File: src/rtl/count_ctrl_if.sv
// Command, response and counter-side signals of count_ctrl.
// master = command source / counter side, slave = count_ctrl.
interface count_ctrl_if #(
   parameter int WIDTH = 4,
   parameter int LENW  = 8
);
   logic             cmd_valid;
   logic             cmd_ready;
   logic [1:0]       cmd_op;
   logic [WIDTH-1:0] cmd_data;
   logic [LENW-1:0]  cmd_len;
   logic [WIDTH-1:0] count_in;
   logic             load;
   logic [WIDTH-1:0] din;
   logic             up_down;
   logic             busy;
   logic             rsp_valid;
   logic             rsp_err;
   logic [WIDTH-1:0] rsp_count;
   logic [15:0]      err_count;

   modport master (
      output cmd_valid, cmd_op, cmd_data, cmd_len, count_in,
      input  cmd_ready, load, din, up_down, busy,
             rsp_valid, rsp_err, rsp_count, err_count
   );

   modport slave (
      input  cmd_valid, cmd_op, cmd_data, cmd_len, count_in,
      output cmd_ready, load, din, up_down, busy,
             rsp_valid, rsp_err, rsp_count, err_count
   );
endinterface

File: src/rtl/count_ctrl.sv
// Drives a mod-(MAX+1) up/down counter from LOAD/UP/DOWN/CHECK commands; one response per command.
// Response 1 cycle after accept (CHECK, len 0), 2 (LOAD), len+1 (run); one command in flight, no response backpressure.
module count_ctrl #(
   parameter int WIDTH = 4,
   parameter int MAX   = 11,
   parameter int LENW  = 8
) (
   input logic         clock,
   input logic         resetn,
   count_ctrl_if.slave bus
);

   typedef enum logic [1:0] {ST_IDLE, ST_LOAD, ST_RUN, ST_CHECK} state_t;

   localparam logic [1:0]       OP_LOAD  = 2'b00;
   localparam logic [1:0]       OP_UP    = 2'b01;
   localparam logic [1:0]       OP_DOWN  = 2'b10;
   localparam logic [WIDTH-1:0] MAX_V    = WIDTH'(MAX);
   localparam logic [WIDTH-1:0] ONE_W    = WIDTH'(1);
   localparam logic [LENW-1:0]  ONE_L    = LENW'(1);

   state_t           state, state_d;
   logic [1:0]       op_q;
   logic [WIDTH-1:0] data_q;
   logic [WIDTH-1:0] expected;
   logic [LENW-1:0]  remaining;
   logic             rsp_valid_q;
   logic [15:0]      err_count_q;
   logic             mismatch;

   function automatic logic [WIDTH-1:0] step(input logic [WIDTH-1:0] v, input logic up);
      if (up)
         step = (v == MAX_V) ? '0 : v + ONE_W;
      else
         step = (v == '0) ? MAX_V : v - ONE_W;
   endfunction

   assign mismatch = (bus.count_in != expected);

   // Any cycle that is not a run step reloads the counter with its own value.
   always_comb begin
      state_d       = state;
      bus.cmd_ready = 1'b0;
      bus.load      = 1'b1;
      bus.din       = bus.count_in;
      bus.up_down   = 1'b0;
      case (state)
         ST_IDLE: begin
            bus.cmd_ready = 1'b1;
            if (bus.cmd_valid) begin
               case (bus.cmd_op)
                  OP_LOAD:        state_d = ST_LOAD;
                  OP_UP, OP_DOWN: state_d = (bus.cmd_len == '0) ? ST_CHECK : ST_RUN;
                  default:        state_d = ST_CHECK;
               endcase
            end
         end
         ST_LOAD: begin
            bus.din = data_q;
            state_d = ST_CHECK;
         end
         ST_RUN: begin
            bus.load    = 1'b0;
            bus.up_down = (op_q == OP_UP);
            if (remaining == ONE_L)
               state_d = ST_CHECK;
         end
         ST_CHECK: state_d = ST_IDLE;
         default:  state_d = ST_IDLE;
      endcase
   end

   assign bus.busy      = (state != ST_IDLE);
   assign bus.rsp_valid = rsp_valid_q;
   assign bus.rsp_err   = rsp_valid_q & mismatch;
   assign bus.rsp_count = rsp_valid_q ? bus.count_in : '0;
   assign bus.err_count = err_count_q;

   always_ff @(posedge clock or negedge resetn) begin
      if (!resetn) begin
         state       <= ST_IDLE;
         op_q        <= '0;
         data_q      <= '0;
         expected    <= '0;
         remaining   <= '0;
         rsp_valid_q <= 1'b0;
         err_count_q <= '0;
      end else begin
         state       <= state_d;
         // The response strobe is timed to coincide with the CHECK state itself.
         rsp_valid_q <= (state_d == ST_CHECK);
         case (state)
            ST_IDLE: begin
               if (bus.cmd_valid) begin
                  op_q      <= bus.cmd_op;
                  data_q    <= bus.cmd_data;
                  remaining <= bus.cmd_len;
                  if (bus.cmd_op == OP_UP || bus.cmd_op == OP_DOWN)
                     expected <= bus.count_in;
                  else if (bus.cmd_op != OP_LOAD)
                     expected <= bus.cmd_data;
               end
            end
            ST_LOAD: expected <= data_q;
            ST_RUN: begin
               expected  <= step(expected, op_q == OP_UP);
               remaining <= remaining - ONE_L;
            end
            ST_CHECK: begin
               if (mismatch && err_count_q != 16'hFFFF)
                  err_count_q <= err_count_q + 16'd1;
            end
            default: ;
         endcase
      end
   end

endmodule

File: src/flat_wrapper.sv
// flat-port wrapper written by rule: the top's interface ports become plain ports
module count_ctrl_flat 
#(
   parameter int WIDTH = 4,
   parameter int MAX   = 11,
   parameter int LENW  = 8
)
  (clock, resetn, bus_cmd_valid, bus_cmd_op, bus_cmd_data, bus_cmd_len, bus_count_in, bus_cmd_ready, bus_load, bus_din, bus_up_down, bus_busy, bus_rsp_valid, bus_rsp_err, bus_rsp_count, bus_err_count);
  count_ctrl_if #(.WIDTH(WIDTH), .LENW(LENW)) bus_i ();
  input logic clock;
  input logic resetn;
  input wire logic [$bits(bus_i.cmd_valid)-1:0] bus_cmd_valid;
  input wire logic [$bits(bus_i.cmd_op)-1:0] bus_cmd_op;
  input wire logic [$bits(bus_i.cmd_data)-1:0] bus_cmd_data;
  input wire logic [$bits(bus_i.cmd_len)-1:0] bus_cmd_len;
  input wire logic [$bits(bus_i.count_in)-1:0] bus_count_in;
  output wire logic [$bits(bus_i.cmd_ready)-1:0] bus_cmd_ready;
  output wire logic [$bits(bus_i.load)-1:0] bus_load;
  output wire logic [$bits(bus_i.din)-1:0] bus_din;
  output wire logic [$bits(bus_i.up_down)-1:0] bus_up_down;
  output wire logic [$bits(bus_i.busy)-1:0] bus_busy;
  output wire logic [$bits(bus_i.rsp_valid)-1:0] bus_rsp_valid;
  output wire logic [$bits(bus_i.rsp_err)-1:0] bus_rsp_err;
  output wire logic [$bits(bus_i.rsp_count)-1:0] bus_rsp_count;
  output wire logic [$bits(bus_i.err_count)-1:0] bus_err_count;
  assign bus_i.cmd_valid = bus_cmd_valid;
  assign bus_i.cmd_op = bus_cmd_op;
  assign bus_i.cmd_data = bus_cmd_data;
  assign bus_i.cmd_len = bus_cmd_len;
  assign bus_i.count_in = bus_count_in;
  assign bus_cmd_ready = bus_i.cmd_ready;
  assign bus_load = bus_i.load;
  assign bus_din = bus_i.din;
  assign bus_up_down = bus_i.up_down;
  assign bus_busy = bus_i.busy;
  assign bus_rsp_valid = bus_i.rsp_valid;
  assign bus_rsp_err = bus_i.rsp_err;
  assign bus_rsp_count = bus_i.rsp_count;
  assign bus_err_count = bus_i.err_count;
  count_ctrl #(.WIDTH(WIDTH), .MAX(MAX), .LENW(LENW)) u_core (.clock(clock), .resetn(resetn), .bus(bus_i));
endmodule
File: config.mk
export PLATFORM = sky130hd
export DESIGN_NAME = count_ctrl_flat
export DESIGN_NICKNAME = d
export VERILOG_FILES = /design/src/rtl/count_ctrl_if.sv /design/src/rtl/count_ctrl.sv /design/src/flat_wrapper.sv
export SDC_FILE = /design/constraint.sdc
export NUM_CORES = 1
export LEC_CHECK = 0
export ABC_AREA = 1
export ABC_CLOCK_PERIOD_IN_PS = 3900
export CORE_MARGIN = 1.5
export CORE_UTILIZATION = 30
export DETAILED_ROUTE_END_ITERATION = 16
export GPL_TIMING_DRIVEN = 0
export PLACE_DENSITY_LB_ADDON = 0.2
export SETUP_SLACK_MARGIN = 0.5
export SYNTH_ARGS = -nofsm -noshare
export SYNTH_HDL_FRONTEND = slang
export SYNTH_SLANG_ARGS = --single-unit
File: constraint.sdc
create_clock -name clock -period 3.9 [get_ports clock]
set_input_delay 0.78 -clock clock [delete_from_list [all_inputs] [get_ports clock]]
set_output_delay 0.78 -clock clock [all_outputs]
set_load 0.02 [all_outputs]
==> results of run 1 <==
==> cell families after synthesis <==
| family | synth area share, % |
|---|---|
| flip-flops | 35.3 |
| AO/OA/AOI/OAI | 9.88 |
| XOR/XNOR | 4.34 |
| AND/OR/NAND/NOR | 34.1 |
| adder cells (fa/ha/maj) | 6.21 |
| buffers and inverters | 8.40 |
| multiplexers | 1.72 |
==> worst min path at each step <==
stage / startpoint / depth (start not counted) / end / slack [ns]
CTS: u_core.op_q[1] / 2 / u_core.op_q[1] / 0.49
detailed placement: u_core.op_q[1] / 2 / u_core.op_q[1] / 0.48
floorplan: u_core.op_q[1] / 2 / u_core.op_q[1] / 0.45
global placement: u_core.op_q[1] / 2 / u_core.op_q[1] / 0.47
finish: u_core.op_q[1] / 2 / u_core.op_q[1] / 0.50
global route: u_core.op_q[1] / 2 / u_core.op_q[1] / 0.54
==> routing by layer <==
| metal | up-vias | global-route usage, % | wire length [um] |
|---|---|---|---|
| met5 | - | 0 | 0 |
| met4 | 0 | 3.62 | 69 |
| met3 | 7 | 2.50 | 275 |
| met2 | 61 | 25.0 | 3050 |
| met1 | 1116 | 20.4 | 3100 |
| li1 | 1320 | - | - |
==> cell usage after synthesis, types with 4 or more instances <==
cell type / instances / area (um^2)
nand3_1: 20 / 100
nand2_1: 142 / 533
nor2_1: 29 / 109
nand4_1: 10 / 62.6
inv_1: 41 / 154
o21ai_0: 22 / 110
o211ai_1: 4 / 30.0
mux2_2: 4 / 45.0
xnor2_1: 6 / 52.6
a21oi_1: 13 / 65.1
dfrtp_1: 37 / 926
xor2_1: 7 / 61.3
ha_1: 13 / 163
clkbuf_1: 4 / 15.0
==> metrics by stage <==
step / instance area, um^2 / hold slack (ns) / utilization (%) / instances
after floorplan: 2620 / 0.453 / - / 379
after global placement: 3250 / 0.472 / 39.0 / 534
after detailed placement: 3250 / 0.476 / 38.9 / 534
after CTS: 3330 / 0.494 / 40.0 / 541
after global routing: 3330 / 0.535 / 40.0 / 541
final: 3330 / 0.498 / 40.0 / 541
==> layout make-up <==
type                       count  area, um^2
fill                         888        5010
sequential                    37         926
inverter                      44         165
tap                          105         131
timing repair buffer          50         495
multi-input combinational    289        1480
buffer                         9        55.1
clock buffer                   7        86.3
==> power by group through the flow <==
| stage | clock network, uW | registers [uW] | logic [uW] |
|---|---|---|---|
| after floorplan | 0 | 659 | 875 |
| after global placement | 0 | 658 | 1280 |
| after detailed placement | 0 | 663 | 1290 |
| after CTS | 279 | 656 | 1300 |
| after global routing | 294 | 682 | 1450 |
| final | 268 | 655 | 1290 |
==> state kept, by name (all words and copies together) (netlist names) <==
| signal | count |
|---|---|
| u_core.state | 2 |
| u_core.op_q | 2 |
| u_core.remaining | 8 |
| u_core.expected | 4 |
| u_core.bus.err_count | 16 |
| u_core.bus.rsp_valid | 1 |
| u_core.data_q | 4 |
==> worst max-delay path: stages <==
cell and delay, ns:
clkdlybuf4s50_1 0.51, inv_1 0.09, nand2_1 0.06, nand2_1 0.06, nor2_1 0.22, a21boi_0 0.13, clkdlybuf4s50_1 0.55
==> flow_summary.json, run 1 <==
{
  "remaining_drc_errors": 0,
  "cts.repair.resized": 0,
  "slew_viol_final": 0,
  "ir_drop_mv": 0.252,
  "drt_first_iter_violations": 99,
  "start_kind": "input pin",
  "cts_buffers": 5,
  "wl_per_cell_um": 12.0,
  "synthDistinctLibCells": 31,
  "combPwrFrac_pct": 58.3,
  "crit_path_max_fanout": 3,
  "fin_setup_tns_ns": 0,
  "ios": 51,
  "reg2regPathDepth": 7,
  "post_cts_buffers": 0,
  "p_switching_uw": 1040,
  "rrSetupSlack_ns": 1.87,
  "cts_tree": "yes",
  "overflow": 0,
  "clk_latency_ns": 0.29,
  "timing.rr.end": "u_core.remaining[2]",
  "p_seq_share_pct": 29.6,
  "outcome": "completed",
  "h-tree-depth": 2,
  "routed_wl_um": 6500,
  "vias": 2504,
  "postSynthAreaPerCell_um2": 6.92,
  "p_clk_share_pct": 12.1,
  "dp_hpwl_um": 4950,
  "hold_viol": 0,
  "max_slew_margin_pct": 42.5,
  "cts_sinks": 37,
  "track_usage_pct": 15.1,
  "fp.dieH_um": 96.5,
  "end_kind": "output pin",
  "synth-warning-count": 0,
  "switching_share_pct": 47.1,
  "setup_viol": 0,
  "dieArea_um2": 9310,
  "timing.rr.start": "u_core.state[0]",
  "yosys_most_used_dff": "dfrtp_1",
  "place_congestion": 0.861,
  "antenna_found_initial": 0,
  "area_growth_pct": 27.2,
  "antenna_cells": 0,
  "via_per_inst": 4.63,
  "grt_start_max_net_pins": 38,
  "die_x_um": 96.5,
  "crit_type": "in -> out",
  "yosysSeqAreaShare_pct": 35.3,
  "period_minus_slack_ns": 3.18,
  "worst_slack_ns": 0.719,
  "final_common_cell": "nand2_1",
  "rsz0062_at_grt": "no",
  "required_ns": 3.12,
  "skew_ns": 0.0107,
  "root_buffer": "clkbuf_8",
  "grt_pass1_vias": 2296,
  "pre_cts_slack_ns": 0.727,
  "synth_seq_cells": 37,
  "postRouteAntennaNets": 0,
  "hold_buffers": 0,
  "pwr_density_cell_nw_per_um2": 663,
  "synth_edf_count": 0,
  "start_util_pct": 31.4,
  "tightest_slew_ns": 0.862,
  "p_int_uw": 1170,
  "syn_nets": 413,
  "p_leak_uw": 0.00162,
  "rows": 33,
  "hold_class": "reg -> reg",
  "io_buffers": 50,
  "period_share_pct": 81.6,
  "nets": 470,
  "arrival_ns": 2.40,
  "core_um2": 8340,
  "fin_total_pwr_uw": 2210,
  "ys_async_sr_fraction_pct": 100,
  "drive_gt1_share_pct": 5.96,
  "fmax_mhz": 314,
  "max_cap_viol_count": 0,
  "crit_end": "bus_rsp_err",
  "final_cell_mix": "nand2_1, clkdlybuf4s50_1, inv_1",
  "grt_pass1_wl_um": 10900,
  "drt_pass1_iterations": 4,
  "clk_path_buf_depth": 2,
  "syn_area_um2": 2620,
  "clk_pin_slew_ns": 0.07,
  "crit_start": "bus_count_in[1]",
  "synthCells": 379
}
Power figures use the tool's default switching activity.
==> inputs of run 2 (changes only) <==
--- a/config.mk
+++ b/config.mk
@@ -6,7 +6,7 @@
 export NUM_CORES = 1
 export LEC_CHECK = 0
 export ABC_AREA = 1
-export ABC_CLOCK_PERIOD_IN_PS = 3900
+export ABC_CLOCK_PERIOD_IN_PS = 3060
 export CORE_MARGIN = 1.5
 export CORE_UTILIZATION = 30
 export DETAILED_ROUTE_END_ITERATION = 16
==> constraint.sdc (replaced) <==
create_clock -name clock -period 3.06 [get_ports clock]
set_input_delay 0.612 -clock clock [delete_from_list [all_inputs] [get_ports clock]]
set_output_delay 0.612 -clock clock [all_outputs]
set_load 0.02 [all_outputs]
==> run 2 against run 1 <==
- critical endpoint is now bus_rsp_count[1]
- largest cell class unchanged
- setup slack got worse by 0.099 ns
- via count barely moved
- die area is the same
- critical path type unchanged
==> flow_summary.json, run 2 (same netlist as run 1, synthesis figures left out) <==
{
  "outcome": "completed",
  "hold_class": "in -> async",
  "slew_viol_final": 0,
  "postRouteAntennaNets": 0,
  "final_common_cell": "nand2_1",
  "ir_drop_mv": 0.321,
  "place_area_um2": 3250,
  "clk_latency_ns": 0.29,
  "worst_slack_ns": 0.619,
  "vias": 2506,
  "drive_gt1_share_pct": 7.11,
  "hold_viol": 0,
  "hold_ws_ns": 0.439,
  "drt_pass1_iterations": 4,
  "slowest_stage": "clkdlybuf4s50_1",
  "antenna_cells": 0,
  "final_cell_mix": "nand2_1, clkdlybuf4s50_1, inv_1",
  "setup_viol": 0,
  "wl_per_cell_um": 12.1,
  "hold_buffers": 0,
  "period_share_pct": 79.8,
  "arrival_ns": 1.83,
  "slowest_delay_ns": 0.59,
  "path_buf_inv": 3,
  "fin_setup_tns_ns": 0,
  "pre_cts_slack_ns": 0.223,
  "cts_buffers": 5,
  "h-tree-depth": 2,
  "start_util_pct": 31.4,
  "dp_hpwl_um": 4950,
  "cts_tree": "yes",
  "place_congestion": 0.861,
  "tightest_slew_ns": 0.868,
  "cts_sinks": 37,
  "multiInputGateArea_um2": 1480,
  "end_kind": "output pin",
  "via_per_inst": 4.63,
  "grt_start_max_net_pins": 38,
  "fmax_mhz": 410,
  "largest_register_ffs": 16,
  "grt_pass1_vias": 2307,
  "critPathMostFrequentCell": "clkdlybuf4s50_1",
  "design_area_um2": 3330,
  "clk_pin_slew_ns": 0.07,
  "routed_wl_um": 6530,
  "grt_pass1_wl_um": 10900,
  "crit_type": "in -> out",
  "start_kind": "input pin",
  "area_growth_pct": 27.2,
  "ios": 51,
  "pwr_density_cell_nw_per_um2": 843,
  "rsz0062_at_grt": "no",
  "reg2regPathDepth": 7,
  "track_usage_pct": 15.1,
  "worstPathCellList": "clkdlybuf4s50_1, nand2_1, inv_1, clkdlybuf4s50_1",
  "fin_total_pwr_uw": 2810,
  "core_um2": 8340,
  "rows": 33,
  "root_buffer": "clkbuf_8",
  "required_ns": 2.45,
  "fillerInstances": 886,
  "max_cap_viol_count": 0,
  "period_minus_slack_ns": 2.44,
  "post_cts_buffers": 0,
  "max_slew_margin_pct": 42.1,
  "io_buffers": 50,
  "clk_path_buf_depth": 2,
  "cp.depth": 4,
  "nets": 470,
  "fp.dieH_um": 96.5,
  "drt_first_iter_violations": 87,
  "crit_path_max_fanout": 3,
  "seq_area_um2": 926,
  "die_x_um": 96.5,
  "antenna_found_initial": 0,
  "critPathTopFamily": "buffers and inverters",
  "remaining_drc_errors": 0,
  "overflow": 0,
  "skew_ns": 0.0106,
  "p_leak_uw": 0.00164,
  "dieArea_um2": 9310
}
[run 2: cell count changes in the layout (fill, tap and decap cells not counted), sizes merged]
cell / delta
clkbuf: +1
dlymetal6s2s: +1
clkdlybuf4s15: +1
dlygate4sd2: +4
clkdlybuf4s50: -7
[run 2: layout make-up]
class,instances,area share [%]
multi-input combinational,289,44.4
sequential,37,27.8
timing repair buffer,50,14.6
inverter,44,4.95
tap,105,3.94
clock buffer,7,2.59
buffer,9,1.73
[run 2: worst paths after layout]
| kind | startpoint | end | slack [ns] |
|---|---|---|---|
| setup / recovery | bus_count_in[1] | bus_rsp_count[1] | 0.62 |
| hold / removal | resetn | u_core.op_q[1] | 0.44 |
| setup reg to reg | u_core.state[0] | u_core.remaining[2] | 1.01 |
| hold reg to reg | u_core.op_q[1] | u_core.op_q[1] | 0.50 |
| max in group asynchronous | resetn | u_core.remaining[6] | 2.07 |
| min in group clock | u_core.op_q[1] | u_core.op_q[1] | 0.50 |
[run 2: stage by stage]
stage	util (%)	instances
final	40.0	541
after global placement	39.0	534
after CTS	39.9	541
after detailed placement	38.9	534
after floorplan	-	379
after global routing	40.0	541
[run 2: where the power goes]
part	internal (uW)	switching, uW
Sequential	666	171
Clock	179	163
Combinational	631	1000
Total	1480	1330
[run 2: what timing repair did]
action	CTS	global route
pin swaps	1	0
resized for setup	9	6
endpoints found under the setup margin	7	4
[run 2: metal layers]
layer / track usage (%) / wire length, um / vias to the layer above
met2: 25.2 / 3070 / 50
met3: 2.50 / 255 / 5
met1: 20.4 / 3140 / 1129
met5: 0 / 0 / -
met4: 3.62 / 60 / 0
li1: - / - / 1322
